==> src/rtl/word_serializer.sv <==
// Word-to-bit serializer with optional differential (DPSK) encoding.
// Accepts a word when idle or at the last clock of a word, then emits one bit every CLKS_PER_BIT cycles.
//
// state | meaning
// IDLE  | no word in flight, word_ready high, outputs low
// SHIFT | emitting bits of the captured word
module word_serializer #(
    parameter int WORD_W       = 12,
    parameter int CLKS_PER_BIT = 1,
    parameter int MSB_FIRST    = 1
) (
    input  logic              clk,
    input  logic              rst,
    input  logic [WORD_W-1:0] word,
    input  logic              word_valid,
    output logic              word_ready,
    input  logic              dpsk_en,
    output logic              bit_out,
    output logic              bit_valid,
    output logic              last
);

    localparam int IDX_W  = $clog2(WORD_W);
    localparam int HOLD_W = (CLKS_PER_BIT > 1) ? $clog2(CLKS_PER_BIT) : 1;
    localparam logic [IDX_W-1:0]  IDX_LAST   = IDX_W'(WORD_W - 1);
    localparam logic [IDX_W-1:0]  IDX_PENULT = IDX_W'(WORD_W - 2);
    localparam logic [HOLD_W-1:0] HOLD_LAST  = HOLD_W'(CLKS_PER_BIT - 1);

    typedef enum logic {IDLE, SHIFT} state_t;

    state_t              state, state_nxt;
    logic [WORD_W-1:0]   shift_reg, shift_nxt;
    logic                mode_reg, mode_nxt;
    logic [IDX_W-1:0]    bit_idx, idx_nxt;
    logic [HOLD_W-1:0]   hold_cnt, hold_nxt;
    logic                ref_bit, ref_nxt;
    logic                bit_out_nxt, bit_valid_nxt, last_nxt;
    logic                accept;
    logic                at_boundary;

    assign at_boundary = (state == SHIFT) && (bit_idx == IDX_LAST) && (hold_cnt == HOLD_LAST);
    assign word_ready  = !rst && ((state == IDLE) || at_boundary);
    assign accept      = word_valid && word_ready;

    always_ff @(posedge clk) begin
        if (rst) begin
            state     <= IDLE;
            shift_reg <= '0;
            mode_reg  <= 1'b0;
            bit_idx   <= '0;
            hold_cnt  <= '0;
            ref_bit   <= 1'b0;
            bit_out   <= 1'b0;
            bit_valid <= 1'b0;
            last      <= 1'b0;
        end else begin
            state     <= state_nxt;
            shift_reg <= shift_nxt;
            mode_reg  <= mode_nxt;
            bit_idx   <= idx_nxt;
            hold_cnt  <= hold_nxt;
            ref_bit   <= ref_nxt;
            bit_out   <= bit_out_nxt;
            bit_valid <= bit_valid_nxt;
            last      <= last_nxt;
        end
    end

    // shift_reg holds the bits not yet sent, aligned so the next one sits at the output end
    always_comb begin
        state_nxt     = state;
        shift_nxt     = shift_reg;
        mode_nxt      = mode_reg;
        idx_nxt       = bit_idx;
        hold_nxt      = hold_cnt;
        ref_nxt       = ref_bit;
        bit_out_nxt   = bit_out;
        bit_valid_nxt = bit_valid;
        last_nxt      = last;
        if (accept) begin
            state_nxt     = SHIFT;
            mode_nxt      = dpsk_en;
            idx_nxt       = '0;
            hold_nxt      = '0;
            bit_valid_nxt = 1'b1;
            last_nxt      = 1'b0;
            if (MSB_FIRST != 0) begin
                shift_nxt   = {word[WORD_W-2:0], 1'b0};
                bit_out_nxt = word[WORD_W-1] ^ (dpsk_en & ref_bit);
            end else begin
                shift_nxt   = {1'b0, word[WORD_W-1:1]};
                bit_out_nxt = word[0] ^ (dpsk_en & ref_bit);
            end
            ref_nxt = bit_out_nxt;
        end else if (state == SHIFT) begin
            if (hold_cnt != HOLD_LAST) begin
                hold_nxt = hold_cnt + HOLD_W'(1);
            end else if (bit_idx != IDX_LAST) begin
                hold_nxt = '0;
                idx_nxt  = bit_idx + IDX_W'(1);
                last_nxt = (bit_idx == IDX_PENULT);
                if (MSB_FIRST != 0) begin
                    shift_nxt   = {shift_reg[WORD_W-2:0], 1'b0};
                    bit_out_nxt = shift_reg[WORD_W-1] ^ (mode_reg & ref_bit);
                end else begin
                    shift_nxt   = {1'b0, shift_reg[WORD_W-1:1]};
                    bit_out_nxt = shift_reg[0] ^ (mode_reg & ref_bit);
                end
                ref_nxt = bit_out_nxt;
            end else begin
                // ref_bit deliberately kept: DPSK reference spans idle gaps
                state_nxt     = IDLE;
                hold_nxt      = '0;
                idx_nxt       = '0;
                bit_out_nxt   = 1'b0;
                bit_valid_nxt = 1'b0;
                last_nxt      = 1'b0;
            end
        end
    end

endmodule

==> config.mk <==
export PLATFORM = sky130hd
export DESIGN_NAME = word_serializer
export DESIGN_NICKNAME = d
export VERILOG_FILES = /design/src/rtl/word_serializer.sv
export SDC_FILE = /design/constraint.sdc
export NUM_CORES = 1
export LEC_CHECK = 0
export CAP_MARGIN = 30
export CORE_MARGIN = 1
export CORE_UTILIZATION = 30
export DETAILED_ROUTE_END_ITERATION = 7
export HOLD_SLACK_MARGIN = 0.1
export PLACE_DENSITY_LB_ADDON = 0.05
export SLEW_MARGIN = 20
export SYNTH_ARGS = -nofsm -noshare
export SYNTH_HDL_FRONTEND = slang
export SYNTH_SLANG_ARGS = --single-unit
==> constraint.sdc <==
create_clock -name clk -period 3.2 [get_ports clk]
set_input_delay 0.64 -clock clk [delete_from_list [all_inputs] [get_ports clk]]
set_output_delay 0.64 -clock clk [all_outputs]
set_load 0.01 [all_outputs]
# Yosys cells after proc, flatten, opt, wreduce, memory -nomap -nowiden

Index checks and enable logic that the tools add are counted.

Add/sub/neg operators: 2
$mul: 0
Divide/modulo/power cells: 0
Order comparisons: 0
Eq/ne operators: 5
Shift operators: 0
Mux-type cells: 23
Bitwise gates (word level): 6
Reduce and logical (&&, ||, !) cells: 13

Operators by type and width:

| operator              | number |
|---|---|
| $mux W12              | 4 |
| $mux W1               | 18 |
| $eq A4 B4 Y1 const B  | 2 |
| $reduce_and A3 Y1     | 2 |
| $add A4 B1 Y4 const B | 1 |
| $logic_and A1 B1 Y1   | 4 |
| $mux W4               | 1 |
| $ne A4 B4 Y1 const B  | 1 |
| $reduce_and A2 Y1     | 2 |
| $reduce_bool A2 Y1    | 2 |
| $and A1 B1 Y1         | 2 |
| $ne A2 B1 Y1 const B  | 1 |
| $ne A2 B2 Y1 const B  | 1 |
| $not A1 Y1            | 2 |
| $reduce_or A2 Y1      | 1 |
| $xor A1 B1 Y1         | 2 |
| $add A1 B1 Y1 const B | 1 |
| $logic_not A1 Y1      | 1 |
| $logic_or A1 B1 Y1    | 1 |

Register bits after elaboration: 22
Bits in latches: 0
RAM bits: 0
Bits in read-only memories: 0
Input port bits: 16
Output and inout bits: 4
Word-level logic and storage cells: 58
Memories: 0

# Logic depth before layout (Yosys ltp)

Gate-level depths: netlist of the first run.

Word-level depth: 8
Gate-level depth with buffers: 6
Mapped depth without buffers: 5

# Least setup slack after synthesis of the first run

No wires, ideal clock.

Path type: input -> output
Start: input port rst
End: output port word_ready
Data arrival time: 1074 ps
Required time: 2560 ps
Path slack: 1486 ps
Cell stages on the path: 2
Buffers on the path: 1
Cells stage by stage: clkbuf_1 nor2_1

Longest elaborated chain between the ends: 2

Ends and longest elaborated chain:

| element             | line | text |
|---|---|---|
| start, declared     | 13   | `input logic rst,` |
| $logic_not A1 Y1    | 42   | `assign word_ready = !rst && ((state == IDLE) \|\| at_boundary);` |
| $logic_and A1 B1 Y1 | 42   |  |
| end, declared       | 16   | `output logic word_ready,` |

No other way between the ends.

# Final worst setup path of the first run

Start: register bit_idx[1]
End: output port word_ready

Longest elaborated chain between the ends: 5

Ends and longest elaborated chain:

| element                          | line | text |
|---|---|---|
| start, declared                  | 34   | `logic [IDX_W-1:0] bit_idx, idx_nxt;` |
| start signal, assigned           | 60   | `bit_idx <= idx_nxt;` |
| $eq A4 B4 Y1                     | 41   | `assign at_boundary = (state == SHIFT) && (bit_idx == IDX_LAST) && (hold_cnt == HOLD_LAST);` |
| $logic_and A1 B1 Y1 (2 in a row) | 41   |  |
| $logic_or A1 B1 Y1               | 42   |  |
| $logic_and A1 B1 Y1              | 42   |  |

No other way between the ends.

==> results_tabular.tex, run 1 <==
\begin{tabular}{lr}
\hline
Metric & Value \\
\hline
\multicolumn{2}{l}{\textbf{Setup path}} \\
\quad Worst path bufs/invs & 1 \\
\quad Reg-to-Reg Start & bit\_idx[1] \\
\quad Highest cell delay on the worst timing path & 0.54 ns \\
\quad Largest driver fanout on the critical path & 5 \\
\quad Type of the worst setup path & reg -> out \\
\quad Crit path cell chain & ha\_1 > nand3b\_4 > and2\_1 > nor2\_1 > clkdlybuf4s50\_1 \\
\quad Reg2reg path depth & 5 \\
\quad CP arrival & 1.98 ns \\
\quad Terminus of the critical flop-to-flop path & ref\_bit \\
\quad Startpoint type of the worst setup path & register \\
\quad Top delay family on crit path & buffers and inverters \\
\quad Data required, critical path & 2.56 ns \\
\quad CP Capture Type & output port \\
\quad Setup slack on the worst flop-to-flop path & 1.59 ns \\
\quad Highest-delay cell along the critical path & clkdlybuf4s50\_1 \\
\multicolumn{2}{l}{\textbf{Synthesis}} \\
\quad Warnings from Yosys & 0 \\
\quad Nets in the synthesized netlist & 130 \\
\quad Fraction of synthesis flops using an asynchronous set or reset pin & 0\% \\
\quad Flip-flop and latch count after synthesis & 21 \\
\quad Area of the mapped netlist & 0.00108 mm\^{}2 \\
\quad Proportion of netlist area held by the largest area contributor & 39.0\% \\
\quad Ys flop type & dfxtp\_1 \\
\quad Sequential fraction of the synthesis area & 39.0\% \\
\quad Post-synth EDFFs & 0 \\
\quad Number of library cell types mapped by synthesis & 35 \\
\quad Average cell area after synthesis & 9.63 um\^{}2 \\
\quad Library cell with the largest summed area after synthesis & dfxtp\_1 \\
\quad Dominant cells by area after synthesis & dfxtp\_1, mux2i\_1, a211oi\_2 \\
\quad Count of mapped cells out of synthesis & 112 \\
\multicolumn{2}{l}{\textbf{GRT}} \\
\quad Number of antenna violations at the first check in global routing & 0 \\
\quad Global-route usage over all layers & 12.4\% \\
\quad Via count of the first global-routing pass & 753 \\
\quad Overall overflow remaining after global route & 0 \\
\quad Largest net degree at the start of global routing & 23 \\
\quad First-pass GRT wire length & 3440 um \\
\multicolumn{2}{l}{\textbf{Die}} \\
\quad DIE WIDTH & 62.0 um \\
\quad Die outline height & 62.0 um \\
\quad Number of top-level pins & 20 \\
\quad Total Die Area & 0.00384 mm\^{}2 \\
\quad Number of rows created at floorplan & 21 \\
\quad Initial Utilization & 31.8\% \\
\quad Floorplan core area & 0.00339 mm\^{}2 \\
\multicolumn{2}{l}{\textbf{Route}} \\
\quad Post-route DRC violation count & 0 \\
\quad Detailed router's first-iteration violation count & 22 \\
\quad Remaining number of nets flagged by the antenna check after routing & 0 \\
\quad Via density & 4.81 \\
\quad Total Wirelength & 2160 um \\
\quad Number of detailed-route iterations in the first pass & 4 \\
\quad Via total after detailed routing & 852 \\
\quad Final routed wire length divided by cell count & 12.2 um \\
\multicolumn{2}{l}{\textbf{Placement}} \\
\quad Placed Area & 0.00131 mm\^{}2 \\
\quad Total of buffers placed on input and output ports & 19 \\
\quad Dpl hpwl & 1520 um \\
\quad Final RePlAce weighted congestion & 0.755 \\
\multicolumn{2}{l}{\textbf{Final layout}} \\
\quad Final Cell Area & 0.00134 mm\^{}2 \\
\quad Nets & 150 \\
\quad Layout cell share with drive strength beyond 1 & 16.0\% \\
\quad Final antenna diode count & 0 \\
\quad Area added between synthesis and finish & 23.8\% \\
\quad Commonest non-fill, non-tap cell in the layout & dfxtp\_1 \\
\quad Flip-flop count of the largest register, all copies and words added & 11 \\
\quad Most frequent cells in the layout & dfxtp\_1, clkdlybuf4s50\_1, nor2\_1, mux2i\_1, a211oi\_2 \\
\multicolumn{2}{l}{\textbf{CTS}} \\
\quad Hold-fix buffers at CTS & 0 \\
\quad Max Root-Sink Buffers & 2 \\
\quad Count of instances resized after the clock tree is built & 0 \\
\quad Clock tree from TritonCTS & done \\
\quad Clock root buffer master & clkbuf\_4 \\
\quad Post-CTS Repair Setup Buffers & 0 \\
\quad H-tree Lvls & 1 \\
\quad Clock Latency Late Sink & 0.30 ns \\
\quad CTS sink cnt & 21 \\
\quad TritonCTS Buffers & 3 \\
\quad Clock transition at the register clock pins on the worst setup and hold paths after CTS & 0.12 ns \\
\multicolumn{2}{l}{\textbf{Timing}} \\
\quad Total of endpoints with negative setup slack in the final report & 0 \\
\quad Final Cycle Share & 81.8\% \\
\quad Final worst path period need & 2.62 ns \\
\quad Max-Slew Margin vs Limit & 68.6\% \\
\quad Pin slew with the least headroom to its limit & 0.470 ns \\
\quad Total negative slack for setup checks & 0 ns \\
\quad Max-slew violations & 0 \\
\quad Setup repair after global routing missed its margin & false \\
\quad Clock Skews & 0.00332 ns \\
\quad Peak Freq & 382 MHz \\
\quad Hold Violations, Final & 0 \\
\multicolumn{2}{l}{\textbf{Min path}} \\
\quad Number of stages on the worst hold path & 2 \\
\quad Destination of the worst hold path & last \\
\quad HP Start & last \\
\quad Type of the worst min-delay path & reg -> reg \\
\multicolumn{2}{l}{\textbf{Run status}} \\
\quad Run status & finished, final reports clean \\
\multicolumn{2}{l}{\textbf{Power and ir drop}} \\
\quad Standby leakage power & 0.553 nW \\
\quad Maximum ir drop on the vdd rail & 0.000161 V \\
\quad PwrDens & 388 mW/mm\^{}2 \\
\multicolumn{2}{l}{\textbf{Job}} \\
\quad Max Cap Violations & 0 \\
\hline
\end{tabular}
[worst register-to-register path, stage by stage, from the launching register on]
cell and delay (ns):
dfxtp_1 0.40, ha_1 0.29, nand3b_4 0.13, nand2_2 0.39
o211ai_1 0.16, a21oi_1 0.17
[cell usage after synthesis (2+ instances only)]
cell type	number
buf_2	3
inv_1	3
and2_1	2
nor3_1	3
dfxtp_1	21
nor2_1	18
ha_1	2
mux2i_1	12
nor3b_1	2
nand2_1	2
a211oi_2	9
a211oi_1	3
a21oi_1	5
nand3_1	2
o21ai_0	3
a21boi_0	2
o211ai_1	2
[metrics by stage]
stage	instances	util [%]	hold slack [ns]	power (mW)	worst slack [ns]
floorplan	112	-	0.469	0.359	1.49
global placement	173	38.6	0.473	0.395	0.806
detailed placement	173	38.6	0.485	0.396	0.824
CTS	177	39.4	0.505	0.531	0.550
global route	177	39.4	0.527	0.554	0.445
finish	177	39.4	0.502	0.518	0.581
[per-layer routing]
| metal | global-route usage [%] | share of wire (%) | routed length (um) |
|---|---|---|---|
| met1 | 17.5 | 52 | 1130 |
| met2 | 17.6 | 43 | 924 |
| met3 | 2.90 | 4.0 | 86 |
| met4 | 5.71 | 0.88 | 19 |
| met5 | 0 | 0 | 0 |
[cell type report]
class | count | area [um^2]
clock buffer | 3 | 22.5
clock inverter | 1 | 5.00
fill | 338 | 2050
inverter | 3 | 11.3
multi-input combinational | 81 | 606
sequential | 21 | 420
tap | 46 | 57.6
timing repair buffer | 22 | 213
[worst max path at each step]
stage | from | end | slack [ns] | depth (start not counted)
2_1_floorplan | rst | word_ready | 1.49 | 2
3_3_place_gp | rst | word_ready | 0.81 | 3
3_5_place_dp | rst | word_ready | 0.82 | 3
4_1_cts | bit_idx[1] | word_ready | 0.55 | 5
5_1_grt | bit_idx[1] | word_ready | 0.45 | 5
6_report | bit_idx[1] | word_ready | 0.58 | 5
[power breakdown]
part | internal [mW] | switching [mW] | total (mW)
clock | 0.0465 | 0.0823 | 0.129
sequential | 0.279 | 0.0100 | 0.289
combinational | 0.0518 | 0.0480 | 0.0999
total | 0.377 | 0.140 | 0.518
[cells by family after synthesis]
family / share of synthesized area (%)
muxes: 12.2
DFF: 39.0
adders and majority gates: 2.32
buffers and inverters: 4.87
and+or+nand+nor: 18.8
AOI/OAI and AO/OA: 22.9
Note: power is estimated with default switching activity, not from simulation.
==> inputs of run 2 (changes only) <==
clock period = 2.19 ns   (was 3.2 ns; I/O delays follow)
==> run 2 against run 1 <==
Via count shrank 0.12%. Cell count rose by 0.56%. Register-to-register slack worse by 0.86 ns. Combinational power up 47%. Critical path depth did not move. Sequential share of layout area fell by 0.18 points. Critical path type unchanged. Final area is 1.8% higher. Highest routed layer unchanged.
==> results_tabular.tex, run 2 (same netlist as run 1, synthesis figures left out) <==
\begin{tabular}{lr}
\hline
Metric & Value \\
\hline
\multicolumn{2}{l}{\textbf{Route}} \\
\quad Number of detailed-route iterations in the first pass & 4 \\
\quad Via total after detailed routing & 851 \\
\quad Total Wirelength & 2250 um \\
\quad Detailed router's first-iteration violation count & 11 \\
\quad Remaining number of nets flagged by the antenna check after routing & 0 \\
\quad Post-route DRC violation count & 0 \\
\quad Via density & 4.78 \\
\quad Final routed wire length divided by cell count & 12.6 um \\
\multicolumn{2}{l}{\textbf{CTS}} \\
\quad CTS sink cnt & 21 \\
\quad Clock transition at the register clock pins on the worst setup and hold paths after CTS & 0.12 ns \\
\quad Clock tree from TritonCTS & done \\
\quad Max Root-Sink Buffers & 2 \\
\quad Post-CTS Repair Setup Buffers & 0 \\
\quad Clock root buffer master & clkbuf\_4 \\
\quad Clock Latency Late Sink & 0.30 ns \\
\quad TritonCTS Buffers & 3 \\
\quad H-tree Lvls & 1 \\
\multicolumn{2}{l}{\textbf{Timing}} \\
\quad Total of endpoints with negative setup slack in the final report & 0 \\
\quad Peak Freq & 503 MHz \\
\quad Final worst path period need & 1.99 ns \\
\quad Max-Slew Margin vs Limit & 67.6\% \\
\quad Max-slew violations & 0 \\
\quad Total negative slack for setup checks & 0 ns \\
\quad Pin slew with the least headroom to its limit & 0.485 ns \\
\quad Clock Skews & 0.00127 ns \\
\quad Final Cycle Share & 90.7\% \\
\quad Setup repair after global routing missed its margin & false \\
\quad Hold Violations, Final & 0 \\
\quad Worst hold slack after final layout & 0.500 ns \\
\multicolumn{2}{l}{\textbf{Die}} \\
\quad Total Die Area & 0.00384 mm\^{}2 \\
\quad Number of rows created at floorplan & 21 \\
\quad Die outline height & 62.0 um \\
\quad DIE WIDTH & 62.0 um \\
\quad Number of top-level pins & 20 \\
\quad Floorplan core area & 0.00339 mm\^{}2 \\
\quad Initial Utilization & 31.8\% \\
\multicolumn{2}{l}{\textbf{Job}} \\
\quad Max Cap Violations & 0 \\
\multicolumn{2}{l}{\textbf{Setup path}} \\
\quad Crit path cell chain & ha\_4 > nand3b\_4 > and2\_1 > nor2\_1 > dlygate4sd2\_1 \\
\quad Largest driver fanout on the critical path & 5 \\
\quad CP Capture Type & output port \\
\quad Highest-delay cell along the critical path & dfxtp\_2 \\
\quad Type of the worst setup path & reg -> out \\
\quad CP arrival & 1.55 ns \\
\quad Highest cell delay on the worst timing path & 0.39 ns \\
\quad Data required, critical path & 1.75 ns \\
\quad Startpoint type of the worst setup path & register \\
\quad Reg2reg path depth & 5 \\
\multicolumn{2}{l}{\textbf{Placement}} \\
\quad Final RePlAce weighted congestion & 0.715 \\
\quad Total of buffers placed on input and output ports & 19 \\
\quad Dpl hpwl & 1590 um \\
\quad Placed Area & 0.00132 mm\^{}2 \\
\multicolumn{2}{l}{\textbf{Final layout}} \\
\quad Flip-flop count of the largest register, all copies and words added & 11 \\
\quad Area added between synthesis and finish & 26.0\% \\
\quad Final antenna diode count & 0 \\
\quad Final Cell Area & 0.00136 mm\^{}2 \\
\quad Nets & 151 \\
\quad Layout cell share with drive strength beyond 1 & 18.9\% \\
\quad Area occupied by multi-input gates & 618 um\^{}2 \\
\quad Flip-flop and latch area & 425 um\^{}2 \\
\quad Most frequent cells in the layout & dfxtp\_1, nor2\_1, clkdlybuf4s50\_1, mux2i\_1, a211oi\_2 \\
\quad Layout fillers & 352 \\
\quad Commonest non-fill, non-tap cell in the layout & dfxtp\_1 \\
\multicolumn{2}{l}{\textbf{Power and ir drop}} \\
\quad Standby leakage power & 0.559 nW \\
\quad Maximum ir drop on the vdd rail & 0.000413 V \\
\quad PwrDens & 556 mW/mm\^{}2 \\
\multicolumn{2}{l}{\textbf{Run status}} \\
\quad Run status & finished, final reports clean \\
\multicolumn{2}{l}{\textbf{GRT}} \\
\quad Via count of the first global-routing pass & 833 \\
\quad Overall overflow remaining after global route & 0 \\
\quad Global-route usage over all layers & 13.6\% \\
\quad Number of antenna violations at the first check in global routing & 0 \\
\quad Largest net degree at the start of global routing & 23 \\
\quad First-pass GRT wire length & 3740 um \\
\multicolumn{2}{l}{\textbf{Min path}} \\
\quad Number of stages on the worst hold path & 2 \\
\quad Type of the worst min-delay path & reg -> reg \\
\hline
\end{tabular}
-- run 2: cell types whose count changed in the layout (fill, tap and decap cells not counted) --
cell             change
dfxtp_1              -2
clkdlybuf4s50_1      -1
ha_4                 +1
dlygate4sd2_1        +1
buf_4                +1
dfxtp_2              +1
dfxtp_4              +1
ha_1                 -1
-- run 2: power by group --
part	internal, mW	switching [mW]
Combinational	0.0763	0.0704
Clock	0.0680	0.118
Sequential	0.407	0.0154
-- run 2: final cells by class --
| type | count | area share (%) |
|---|---|---|
| Clock buffer | 3 | 1.66 |
| Clock inverter | 1 | 0.368 |
| Inverter | 3 | 0.829 |
| Multi-Input combinational cell | 81 | 45.5 |
| Sequential cell | 21 | 31.3 |
| Tap cell | 46 | 4.24 |
| Timing Repair Buffer | 23 | 16.1 |
-- run 2: layer usage --
| layer | global-route usage [%] | part of all wire (%) | vias to the layer above |
|---|---|---|---|
| met5 | 0 | 0 | - |
| met4 | 2.86 | 0.84 | 0 |
| met3 | 4.55 | 4.4 | 2 |
| met2 | 22.6 | 47 | 17 |
| met1 | 16.9 | 48 | 390 |
| li1 | - | - | 442 |
-- run 2: final timing paths --
kind | startpoint | to | slack (ns)
setup reg to reg | bit_idx[0] | shift_reg[10] | 0.73
hold / removal | last | last | 0.50
setup / recovery | bit_idx[0] | word_ready | 0.20
hold reg to reg | last | last | 0.50
-- run 2: per-stage QoR --
stage                     util [%]  setup slack [ns]  total power, mW  instances
after floorplan                  -             0.680            0.525        112
after global placement        38.8             0.139            0.579        174
after detailed placement      38.8            0.0842            0.581        174
after CTS                     40.1             0.172            0.773        178
after global routing          40.1            0.0841            0.806        178
final                         40.1             0.204            0.756        178
-- run 2: repair_timing --
| item | in CTS | in global routing |
|---|---|---|
| gates resized for setup | 6 | 0 |
| setup endpoints to repair | 1 | 0 |
| hold buffers | 0 | 0 |
-- run 2: critical path, delay by kind of cell (launching register included) --
family / cells / cell delay (ns)
buffers and inverters: 1 / 0.28
DFF: 1 / 0.39
adders and majority gates: 1 / 0.18
and+or+nand+nor: 3 / 0.40
==> inputs of run 3 (changes only) <==
GPL_TIMING_DRIVEN = 0   (was default)
==> run 3 against run 2 <==
Fmax is 0.70% lower. Setup slack worse by 0.014 ns. Die area did not move. Final area up 0.64%. Register-to-register slack improved by 0.15 ns. Non-clock buffer count increased by 2. Highest routed layer unchanged.
==> results_tabular.tex, run 3 (same netlist as run 1, synthesis figures left out) <==
\begin{tabular}{lr}
\hline
Metric & Value \\
\hline
\multicolumn{2}{l}{\textbf{Setup path}} \\
\quad Data required, critical path & 1.75 ns \\
\quad CP arrival & 1.56 ns \\
\quad Type of the worst setup path & reg -> out \\
\quad Startpoint type of the worst setup path & register \\
\quad CP Capture Type & output port \\
\quad Largest driver fanout on the critical path & 5 \\
\multicolumn{2}{l}{\textbf{Final layout}} \\
\quad Commonest non-fill, non-tap cell in the layout & dfxtp\_1 \\
\quad Final Util & 40.3\% \\
\quad Final antenna diode count & 0 \\
\quad Layout fillers & 351 \\
\quad Nets & 153 \\
\quad Flip-flop count of the largest register, all copies and words added & 11 \\
\quad Area added between synthesis and finish & 26.8\% \\
\quad Most frequent cells in the layout & dfxtp\_1, nor2\_1, clkdlybuf4s50\_1, mux2i\_1, a211oi\_2 \\
\quad Layout cell share with drive strength beyond 1 & 19.4\% \\
\quad Number of cells in the finished layout apart from fillers & 180 \\
\multicolumn{2}{l}{\textbf{Die}} \\
\quad Initial Utilization & 31.8\% \\
\quad Total Die Area & 0.00384 mm\^{}2 \\
\quad Die outline height & 62.0 um \\
\quad Number of top-level pins & 20 \\
\quad DIE WIDTH & 62.0 um \\
\quad Floorplan core area & 0.00339 mm\^{}2 \\
\quad Number of rows created at floorplan & 21 \\
\multicolumn{2}{l}{\textbf{Route}} \\
\quad Remaining number of nets flagged by the antenna check after routing & 0 \\
\quad Via density & 4.76 \\
\quad Via total after detailed routing & 856 \\
\quad Number of detailed-route iterations in the first pass & 4 \\
\quad Total Wirelength & 2410 um \\
\quad Detailed router's first-iteration violation count & 13 \\
\quad Post-route DRC violation count & 0 \\
\quad Final routed wire length divided by cell count & 13.4 um \\
\multicolumn{2}{l}{\textbf{CTS}} \\
\quad Clock tree from TritonCTS & done \\
\quad CTS sink cnt & 21 \\
\quad Clock Latency Late Sink & 0.31 ns \\
\quad Clock transition at the register clock pins on the worst setup and hold paths after CTS & 0.12 ns \\
\quad TritonCTS Buffers & 3 \\
\quad H-tree Lvls & 1 \\
\quad Max Root-Sink Buffers & 2 \\
\quad Clock root buffer master & clkbuf\_4 \\
\quad Hold-fix buffers at CTS & 0 \\
\multicolumn{2}{l}{\textbf{Placement}} \\
\quad Worst slack at placement & -0.312 ns \\
\quad Total of buffers placed on input and output ports & 19 \\
\quad Number of placed instances, taps included & 177 \\
\quad Dpl hpwl & 1700 um \\
\quad Final RePlAce weighted congestion & 0.743 \\
\multicolumn{2}{l}{\textbf{Power and ir drop}} \\
\quad Maximum ir drop on the vdd rail & 0.000226 V \\
\quad Standby leakage power & 0.565 nW \\
\quad PwrDens & 562 mW/mm\^{}2 \\
\multicolumn{2}{l}{\textbf{Job}} \\
\quad Max Cap Violations & 0 \\
\multicolumn{2}{l}{\textbf{Timing}} \\
\quad Peak Freq & 500 MHz \\
\quad Setup repair after global routing missed its margin & false \\
\quad Clock Skews & 0.00918 ns \\
\quad Final Cycle Share & 91.3\% \\
\quad Total negative slack for setup checks & 0 ns \\
\quad Final worst path period need & 2.00 ns \\
\quad Max-Slew Margin vs Limit & 54.4\% \\
\quad Max-slew violations & 0 \\
\quad Pin slew with the least headroom to its limit & 0.684 ns \\
\quad Hold Violations, Final & 0 \\
\quad Total of endpoints with negative setup slack in the final report & 0 \\
\quad Setup ws final & 0.190 ns \\
\multicolumn{2}{l}{\textbf{Min path}} \\
\quad Type of the worst min-delay path & reg -> reg \\
\multicolumn{2}{l}{\textbf{GRT}} \\
\quad First-pass GRT wire length & 3970 um \\
\quad Via count of the first global-routing pass & 853 \\
\quad Largest net degree at the start of global routing & 14 \\
\quad Number of antenna violations at the first check in global routing & 0 \\
\quad Overall overflow remaining after global route & 0 \\
\quad Global-route usage over all layers & 14.2\% \\
\multicolumn{2}{l}{\textbf{Run status}} \\
\quad Run status & finished, final reports clean \\
\hline
\end{tabular}
[run 3: report_power, final]
group          total (mW)  internal (mW)  switching (mW)
registers           0.425          0.407          0.0186
clock network       0.196         0.0682           0.128
logic               0.147         0.0768          0.0706
total               0.769          0.552           0.217
[run 3: layout make-up]
cell class	instances	area (um^2)	area share, %
Multi-Input combinational cell	81	618	45.2
Inverter	3	11.3	0.823
Timing Repair Buffer	19	188	13.7
Clock buffer	3	22.5	1.65
Clock inverter	1	5.00	0.366
Tap cell	46	57.6	4.21
Sequential cell	21	428	31.3
Buffer	6	37.5	2.74
[run 3: final timing paths]
check / end / slack [ns] / cells after the start / startpoint
worst min-delay path: last / 0.49 / 2 / last
worst min register to register: last / 0.49 / 2 / last
worst max register to register: mode_reg / 0.88 / 5 / bit_idx[1]
worst max-delay path: word_ready / 0.19 / 5 / bit_idx[1]
[run 3: layer usage]
layer | global-route usage (%) | wire length [um] | up-vias
met2 | 22.8 | 1060 | 13
met5 | 0 | 0 | -
met4 | 4.76 | 17 | 0
li1 | - | - | 448
met3 | 2.90 | 94 | 2
met1 | 19.0 | 1240 | 393
[run 3: repair_timing]
item,CTS,global route
endpoints found under the setup margin,1,0
setup buffers,0,0
resized for setup,8,0
[run 3: worst max-delay path, stage by stage, from the launching register on]
cell and delay (ns):
dfxtp_4 0.39, ha_4 0.17, nand3b_4 0.11, and2_1 0.22, nor2_1 0.09, dlygate4sd2_1 0.27
[run 3: metrics by stage]
stage / power (mW) / hold slack (ns) / cell area (um^2)
floorplan: 0.525 / 0.469 / 1080
global placement: 0.583 / 0.476 / 1330
detailed placement: 0.586 / 0.476 / 1330
CTS: 0.784 / 0.494 / 1370
global route: 0.817 / 0.526 / 1370
finish: 0.769 / 0.490 / 1370
